**src/rtl/count_seq_ctrl.sv**
```systemverilog
`default_nettype none
// ============================================================================
//  Module      : count_seq_ctrl
//  Description : Command-driven sequencer for the mod-N display counter.
//                Accepts op/arg commands over valid/ready, paces steps with a
//                clock prescaler and issues one-cycle clear/load/inc/dec
//                strobes while watching the counter value.
//  Revision    : 1.0  initial release
// ============================================================================
module count_seq_ctrl #(
  parameter int MOD_N    = 100,
  parameter int PRESCALE = 10,
  parameter int W        = 8
) (
  input  logic         CLK,
  input  logic         RST,
  input  logic         cmd_valid,
  output logic         cmd_ready,
  input  logic [2:0]   cmd_op,
  input  logic [W-1:0] cmd_arg,
  input  logic [W-1:0] cnt_q,
  output logic         cnt_clr,
  output logic         cnt_load,
  output logic [W-1:0] cnt_ld_val,
  output logic         cnt_inc,
  output logic         cnt_dec,
  output logic [1:0]   state,
  output logic         tc_pulse,
  output logic         cmd_err
);

  localparam int PW = (PRESCALE > 2) ? $clog2(PRESCALE) : 1;
  localparam logic [PW-1:0] PRESC_LAST = PW'(PRESCALE - 1);
  // One extra bit so a modulus of 2**W still compares correctly.
  localparam logic [W:0]    MOD_N_EXT  = (W+1)'(MOD_N);

  localparam logic [2:0] OP_NOP      = 3'd0;
  localparam logic [2:0] OP_CLEAR    = 3'd1;
  localparam logic [2:0] OP_LOAD     = 3'd2;
  localparam logic [2:0] OP_RUN_UP   = 3'd3;
  localparam logic [2:0] OP_RUN_DOWN = 3'd4;
  localparam logic [2:0] OP_PAUSE    = 3'd5;
  localparam logic [2:0] OP_RESUME   = 3'd6;
  localparam logic [2:0] OP_ABORT    = 3'd7;

  typedef enum logic [1:0] {
    ST_IDLE  = 2'd0,
    ST_RUN   = 2'd1,
    ST_PAUSE = 2'd2,
    ST_DONE  = 2'd3
  } state_t;

  state_t         state_q, state_d;
  logic [PW-1:0]  presc_q, presc_d;
  logic [W-1:0]   target_q, target_d;
  logic           dir_up_q, dir_up_d;
  logic [W-1:0]   ld_val_q, ld_val_d;
  logic           clr_q, clr_d;
  logic           load_q, load_d;
  logic           inc_q, inc_d;
  logic           dec_q, dec_d;
  logic           tc_q, tc_d;
  logic           err_q, err_d;

  logic           accept;
  logic           arg_ok;
  logic           tick;
  logic           hold;

  // Ready follows the registered state; forced low while reset is held.
  assign cmd_ready = !RST && (state_q != ST_DONE);
  assign accept    = cmd_valid && cmd_ready;
  assign arg_ok    = ({1'b0, cmd_arg} < MOD_N_EXT);
  assign tick      = (presc_q == PRESC_LAST);

  // Next-state, prescaler and strobe decode; strobes default low every cycle.
  always_comb begin
    state_d  = state_q;
    presc_d  = presc_q;
    target_d = target_q;
    dir_up_d = dir_up_q;
    ld_val_d = ld_val_q;
    clr_d    = 1'b0;
    load_d   = 1'b0;
    inc_d    = 1'b0;
    dec_d    = 1'b0;
    tc_d     = 1'b0;
    err_d    = 1'b0;
    hold     = 1'b0;

    case (state_q)
      ST_IDLE: begin
        if (accept) begin
          case (cmd_op)
            OP_CLEAR: clr_d = 1'b1;
            OP_LOAD: begin
              if (arg_ok) begin
                load_d   = 1'b1;
                ld_val_d = cmd_arg;
              end else begin
                err_d = 1'b1;
              end
            end
            OP_RUN_UP, OP_RUN_DOWN: begin
              if (arg_ok) begin
                target_d = cmd_arg;
                dir_up_d = (cmd_op == OP_RUN_UP);
                presc_d  = '0;
                state_d  = ST_RUN;
              end else begin
                err_d = 1'b1;
              end
            end
            default: ;
          endcase
        end
      end

      ST_RUN: begin
        // A command on a tick cycle wins; PAUSE/ABORT swallow that tick.
        if (accept) begin
          case (cmd_op)
            OP_PAUSE: begin
              state_d = ST_PAUSE;
              hold    = 1'b1;
            end
            OP_ABORT: begin
              state_d = ST_IDLE;
              presc_d = '0;
              hold    = 1'b1;
            end
            OP_CLEAR, OP_LOAD, OP_RUN_UP, OP_RUN_DOWN: err_d = 1'b1;
            default: ;
          endcase
        end
        if (!hold) begin
          if (tick) begin
            presc_d = '0;
            // Target is checked before stepping, so an already-matching
            // counter finishes with zero steps.
            if (cnt_q == target_q) begin
              state_d = ST_DONE;
              tc_d    = 1'b1;
            end else begin
              inc_d = dir_up_q;
              dec_d = !dir_up_q;
            end
          end else begin
            presc_d = presc_q + PW'(1);
          end
        end
      end

      ST_PAUSE: begin
        if (accept) begin
          case (cmd_op)
            OP_RESUME: state_d = ST_RUN;
            OP_ABORT: begin
              state_d = ST_IDLE;
              presc_d = '0;
            end
            OP_CLEAR, OP_LOAD, OP_RUN_UP, OP_RUN_DOWN: err_d = 1'b1;
            default: ;
          endcase
        end
      end

      default: state_d = ST_IDLE;
    endcase
  end

  // State, context and output registers with synchronous reset.
  always_ff @(posedge CLK) begin
    if (RST) begin
      state_q  <= ST_IDLE;
      presc_q  <= '0;
      target_q <= '0;
      dir_up_q <= 1'b1;
      ld_val_q <= '0;
      clr_q    <= 1'b0;
      load_q   <= 1'b0;
      inc_q    <= 1'b0;
      dec_q    <= 1'b0;
      tc_q     <= 1'b0;
      err_q    <= 1'b0;
    end else begin
      state_q  <= state_d;
      presc_q  <= presc_d;
      target_q <= target_d;
      dir_up_q <= dir_up_d;
      ld_val_q <= ld_val_d;
      clr_q    <= clr_d;
      load_q   <= load_d;
      inc_q    <= inc_d;
      dec_q    <= dec_d;
      tc_q     <= tc_d;
      err_q    <= err_d;
    end
  end

  assign cnt_clr    = clr_q;
  assign cnt_load   = load_q;
  assign cnt_ld_val = ld_val_q;
  assign cnt_inc    = inc_q;
  assign cnt_dec    = dec_q;
  assign tc_pulse   = tc_q;
  assign cmd_err    = err_q;
  assign state      = state_q;

endmodule
`default_nettype wire
```
**config.mk**
```make
export PLATFORM = sky130hd
export DESIGN_NAME = count_seq_ctrl
export DESIGN_NICKNAME = d
export VERILOG_FILES = /design/src/rtl/count_seq_ctrl.sv
export SDC_FILE = /design/constraint.sdc
export NUM_CORES = 1
export LEC_CHECK = 0
export BUFFER_PORTS_ARGS = -buffer_cell sky130_fd_sc_hd__buf_2
export CORE_AREA = 5 5 52 77
export DETAILED_ROUTE_END_ITERATION = 6
export DIE_AREA = 0 0 57 82
export PLACE_DENSITY = 0.75
export SLEW_MARGIN = 25
export SYNTH_ARGS = -nofsm -noshare
export SYNTH_HDL_FRONTEND = slang
export SYNTH_SLANG_ARGS = --single-unit
export TNS_END_PERCENT = 100
```
**constraint.sdc**
```tcl
create_clock -name CLK -period 1.9 [get_ports CLK]
set_input_delay 0.19 -clock CLK [delete_from_list [all_inputs] [get_ports CLK]]
set_output_delay 0.19 -clock CLK [all_outputs]
set_load 0.05 [all_outputs]
```
---- Yosys cells after proc, flatten, opt, wreduce, memory -nomap -nowiden ----
Index checks and enable logic that the tools add are counted.
cells by class
  $add $sub $neg .......................... 1
  $lt $le $gt $ge ......................... 1
  equality and inequality tests ........... 17
  mux-type cells .......................... 31
  bitwise gates (word level) .............. 5
  reduce and logical (&&, ||, !) cells .... 19
operators by type and width
  operator                                                                  number
  4-bit two-way mux                                                         7
  2-bit two-way mux                                                         8
  3-bit == test (second input constant)                                     4
  4-bit case mux with 3 select lines                                        1
  4-bit AND reduction                                                       3
  4-bit OR reduction                                                        3
  1-bit two-way mux                                                         11
  8-bit == test                                                             1
  8-bit by 7-bit < comparator with 1-bit output (second input constant)     1
  2-bit inequality test (second input constant)                             4
  2-bit case mux with 2 select lines                                        2
  3-bit by 2-bit == test with 1-bit output (second input constant)          2
  2-bit case mux with 3 select lines                                        1
  2-bit OR reduction                                                        3
  3-bit OR reduction                                                        2
  1-bit NOT                                                                 5
  5-bit AND reduction                                                       1
  5-bit OR reduction                                                        1
  4-bit by 1-bit adder with 4-bit output (second input constant)            1
  4-bit == test (second input constant)                                     1
  3-bit by 1-bit == test with 1-bit output (second input constant)          1
  3-bit by 1-bit inequality test with 1-bit output (second input constant)  1
  3-bit nonzero test                                                        1
  2-bit by 1-bit == test with 1-bit output (second input constant)          1
  6 further kinds                                                           8
word-level totals
  register bits after elaboration ......... 29
  input bits .............................. 22
  output and inout port bits .............. 17
  logic and storage cells ................. 85

---- Depth between registers and ports, before layout ----
  depth after elaboration ................. 8
  depth in mapped cells ................... 8
  gate-level depth less buffers ........... 7

---- Worst setup path after synthesis ----
Ideal clock, no wire load.
  kind .................................... register -> register
  start point ............................. register state_q[0], in the netlist state[0]
  end point ............................... register presc_q[3]
  arrival ................................. 2203 ps
  required time ........................... 1778 ps
  setup slack ............................. -425 ps
  cell stages (with the launch flop) ...... 8
  path buffers ............................ 1
  cell sequence ........................... dfxtp_1 > ha_1 > buf_6 > or3b_4 > a21oi_4 > a21oi_2 > o31a_1 > a221o_1
on the way
  cells in the longest elaborated chain, start to end .. 7
  elaborated cells between the ends (all ways) .. 16
  classes of those cells .................. eq/ne (6); mux (5); reduce/logical (5)
RTL lines
  item                                RTL line  source
  start: declaration                  53        state_t state_q, state_d;
  start signal: assignment            187       state_q <= state_d;
  2-bit inequality test               71        assign cmd_ready = !RST && (state_q != ST_DONE);
  1-bit logical AND                   71
  1-bit logical AND                   72        assign accept = cmd_valid && cmd_ready;
  1-bit two-way mux                   121       if (accept) begin
  1-bit two-way mux                   91        case (state_q)
  4-bit two-way mux                   136       if (!hold) begin
  4-bit case mux with 3 select lines  91
  end signal: assignment              188       presc_q <= presc_d;
  end: declaration                    54        logic [PW-1:0] presc_q, presc_d;
Parallel ways exist; a longest one is shown, timed or not. The select of a mux whose other input is x is not followed.
A chain may end at the register's enable or synchronous reset.

---- Final worst setup path ----
  start point ............................. register state_q[1], in the netlist state[1]
  end point ............................... register presc_q[3]
The elaborated chain is that of the path after synthesis.

==> flow_summary.json <==
{
  "outcome": "complete, but fails checks",
  "violations": "negative setup slack",
  "syn_area_um2": 1480,
  "worst_ir_drop_vdd_v": 0.000432,
  "skew_ps": 7.08,
  "netlist.area_leader.share": 0.392,
  "n_fill_cell": 318,
  "crit_path_end_kind": "flop",
  "timing.setup.critical_path_class": "reg2reg",
  "worstPathArrival_ps": 2100,
  "fin_nets": 239,
  "synth_nets": 192,
  "power_density_nw_per_um2": 667,
  "wl_met3_um": 263,
  "fmax_ghz": 0.517,
  "cts.clk_slew.worst_paths_ps": 60,
  "syn_inst": 164,
  "wl_per_cell_um": 14.2,
  "cts_tree": "yes",
  "grt_pass1_wl_um": 5750,
  "setup_ws_ps": -35.5,
  "topRoutingLayerUsed": "met4",
  "drc": 0,
  "synth.avg_cell_area_um2": 9.04,
  "final_common_cell": "buf_2",
  "syn_to_final_growth_pct": 26.8,
  "drt-met1-wl_um": 1320,
  "worst_r2r_endpoint": "presc_q[3]$_SDFFE_PP0P_",
  "place_area_um2": 1770,
  "core_area_um2": 3320,
  "insertedDiodeCount": 0,
  "io_buffer_count": 38,
  "critPathMaxFanout": 6,
  "cts_htree_levels": 2,
  "final_cell_mix": "38 x buf_2, 27 x dfxtp_1, 22 x nand2_1, 14 x nor2_1",
  "min_period_ps": 1940,
  "setup_viol": 1,
  "slowest_delay_ps": 430,
  "ctsRootBufferMaster": "clkbuf_8",
  "ys_ff_latch": 29,
  "wl_met2_um": 1940,
  "grt_pass1_vias": 1310,
  "die_area_um2": 4670,
  "clk_latency_ps": 280,
  "dp.cells": 246,
  "antenna_left": 0,
  "r2r-start": "state[1]$_SDFFE_PP0P_",
  "ys_seq_area_frac": 0.392,
  "vias_per_cell": 5.36,
  "cts_buffer_depth": 2,
  "fp-row-count": 26,
  "drive_gt1_frac": 0.336,
  "hold_path_end": "cnt_ld_val[1]$_SDFFE_PP0P_",
  "routed_wl_um": 3590,
  "worst_pin_slew_ps": 346,
  "max_slew_margin": 0.769,
  "synth-warning-count": 0,
  "grt_max_degree": 19,
  "fin_hold_ws_ps": 171,
  "period_share": 1.02,
  "synth_edf_count": 0,
  "stdcell_count": 253,
  "synth_area_leaders": "dfxtp_1 39%, nand2_1 5.6%, mux2i_1 5.4%, ha_1 5.1%, xor2_1 4.7%",
  "crit_path_frequent_cell": "a21oi_4",
  "max_cap_violations": 0,
  "path_cells": "ha_4 -> or3b_4 -> a21oi_4 -> a21oi_4 -> o31a_1 -> a221o_1",
  "synth_top_flop_cell": "dfxtp_1",
  "p_leak_uw": 0.000866,
  "rsz0062_at_grt": "yes",
  "yosys.area.top_type": "dfxtp_1",
  "start_util": 0.447,
  "hold_class": "in2reg",
  "die_w_um": 57,
  "finalSetupTns_ps": -35.5,
  "finalMaxSlewViolations": 0,
  "cts_sinks": 29,
  "r2r_cells": 6,
  "final_hold_viol_count": 0,
  "dpl.hpwl_um": 2710,
  "numCtsBuffers": 5,
  "gr-usage-all-layers": 0.159,
  "dr.pass1.iters": 4,
  "gp_congestion": 0.891,
  "cp_slowest_cell": "or3b_4",
  "crit_required_ps": 2070,
  "drt_iter0_drc": 27,
  "synth_cell_types": 46,
  "fin_area_um2": 1880,
  "grt-ovfl-total": 0,
  "hold_path_startpoint": "cmd_arg[1]",
  "rrSetupSlack_ps": -40,
  "vias": 1356,
  "die_h_um": 82,
  "p_total_uw": 1250,
  "start_kind": "flop",
  "whs_path_depth": 3,
  "async_flop_share": 0,
  "antenna_found_initial": 0,
  "pin_count": 39
}
[kinds of logic after synthesis]
group	Yosys count	synth area share
XOR/XNOR	8	0.0473
adder cells (fa/ha/maj)	6	0.0506
buffers and inverters	15	0.0523
AND/OR/NAND/NOR	65	0.234
flip-flops	29	0.392
AO/OA/AOI/OAI	31	0.155
multiplexers	10	0.0692
[power by group]
part | total (µW) | switching (µW) | leakage (µW) | internal [µW]
combinational | 136 | 80.9 | 0.000586 | 54.6
sequential | 613 | 2.56 | 0.000235 | 610
clock | 506 | 219 | 0.0000443 | 286
[what timing repair did]
| action | 4_1_cts | 5_1_grt |
|---|---|---|
| cloned | 0 | 0 |
| hold buffers | 0 | 0 |
| endpoints found under the hold margin | 0 | 0 |
| gates resized for setup | 0 | 5 |
| setup endpoints to repair | 1 | 20 |
| setup buffers | 0 | 0 |
[layer usage]
layer / up-vias / track usage
met2: 42 / 0.312
met4: 0 / 0.0557
met5: - / 0
met1: 631 / 0.156
li1: 675 / -
met3: 8 / 0.0456
[worst max-delay path by stage]
stage,depth (start not counted),start,end
finish,6,state[1]$_SDFFE_PP0P_,presc_q[3]$_SDFFE_PP0P_
global placement,6,state[1]$_SDFFE_PP0P_,presc_q[3]$_SDFFE_PP0P_
detailed placement,6,state[1]$_SDFFE_PP0P_,presc_q[3]$_SDFFE_PP0P_
global route,6,state[1]$_SDFFE_PP0P_,presc_q[3]$_SDFFE_PP0P_
floorplan,7,state[1]$_SDFFE_PP0P_,presc_q[3]$_SDFFE_PP0P_
CTS,6,state[1]$_SDFFE_PP0P_,presc_q[3]$_SDFFE_PP0P_
[synthesized netlist by cell type (2+ instances only)]
master	instances
a21oi_1	9
and3_1	4
buf_2	2
buf_6	2
clkbuf_1	2
dfxtp_1	29
ha_1	6
inv_1	8
mux2_2	2
mux2i_1	8
nand2_1	22
nand3_1	4
nand3b_1	2
nand4_1	2
nor2_1	14
nor3_1	4
nor4_1	3
o21ai_0	5
o311a_1	2
xor2_1	8
[state kept, by name, indices dropped and copies added, names as in the netlist]
name / cells
cnt_dec: 1
state: 2
cnt_ld_val: 8
cnt_clr: 1
presc_q: 4
target_q: 8
tc_pulse: 1
dir_up_q: 1
cmd_err: 1
cnt_load: 1
cnt_inc: 1
[final cells by class]
| class | instances | area (µm²) | share of cell area |
|---|---|---|---|
| multi-input combinational | 120 | 865 | 0.460 |
| sequential | 29 | 588 | 0.313 |
| timing repair buffer | 47 | 258 | 0.137 |
| clock buffer | 7 | 86.3 | 0.0459 |
| tap | 42 | 52.6 | 0.0280 |
| inverter | 8 | 30.0 | 0.0160 |
[stage by stage]
stage | setup WS [ps] | util
global placement | 28.3 | 0.533
floorplan | -128 | -
CTS | -22.4 | 0.559
global route | -83.0 | 0.566
finish | -35.5 | 0.566
detailed placement | -9.53 | 0.533
[worst max-delay path: cells and delay by family, from the launching register on]
| kind | cells | cell delay, ps |
|---|---|---|
| simple gates | 1 | 430 |
| flops | 1 | 360 |
| fa+ha+maj | 1 | 160 |
| compound gates | 4 | 870 |
Power figures use the tool's default switching activity.
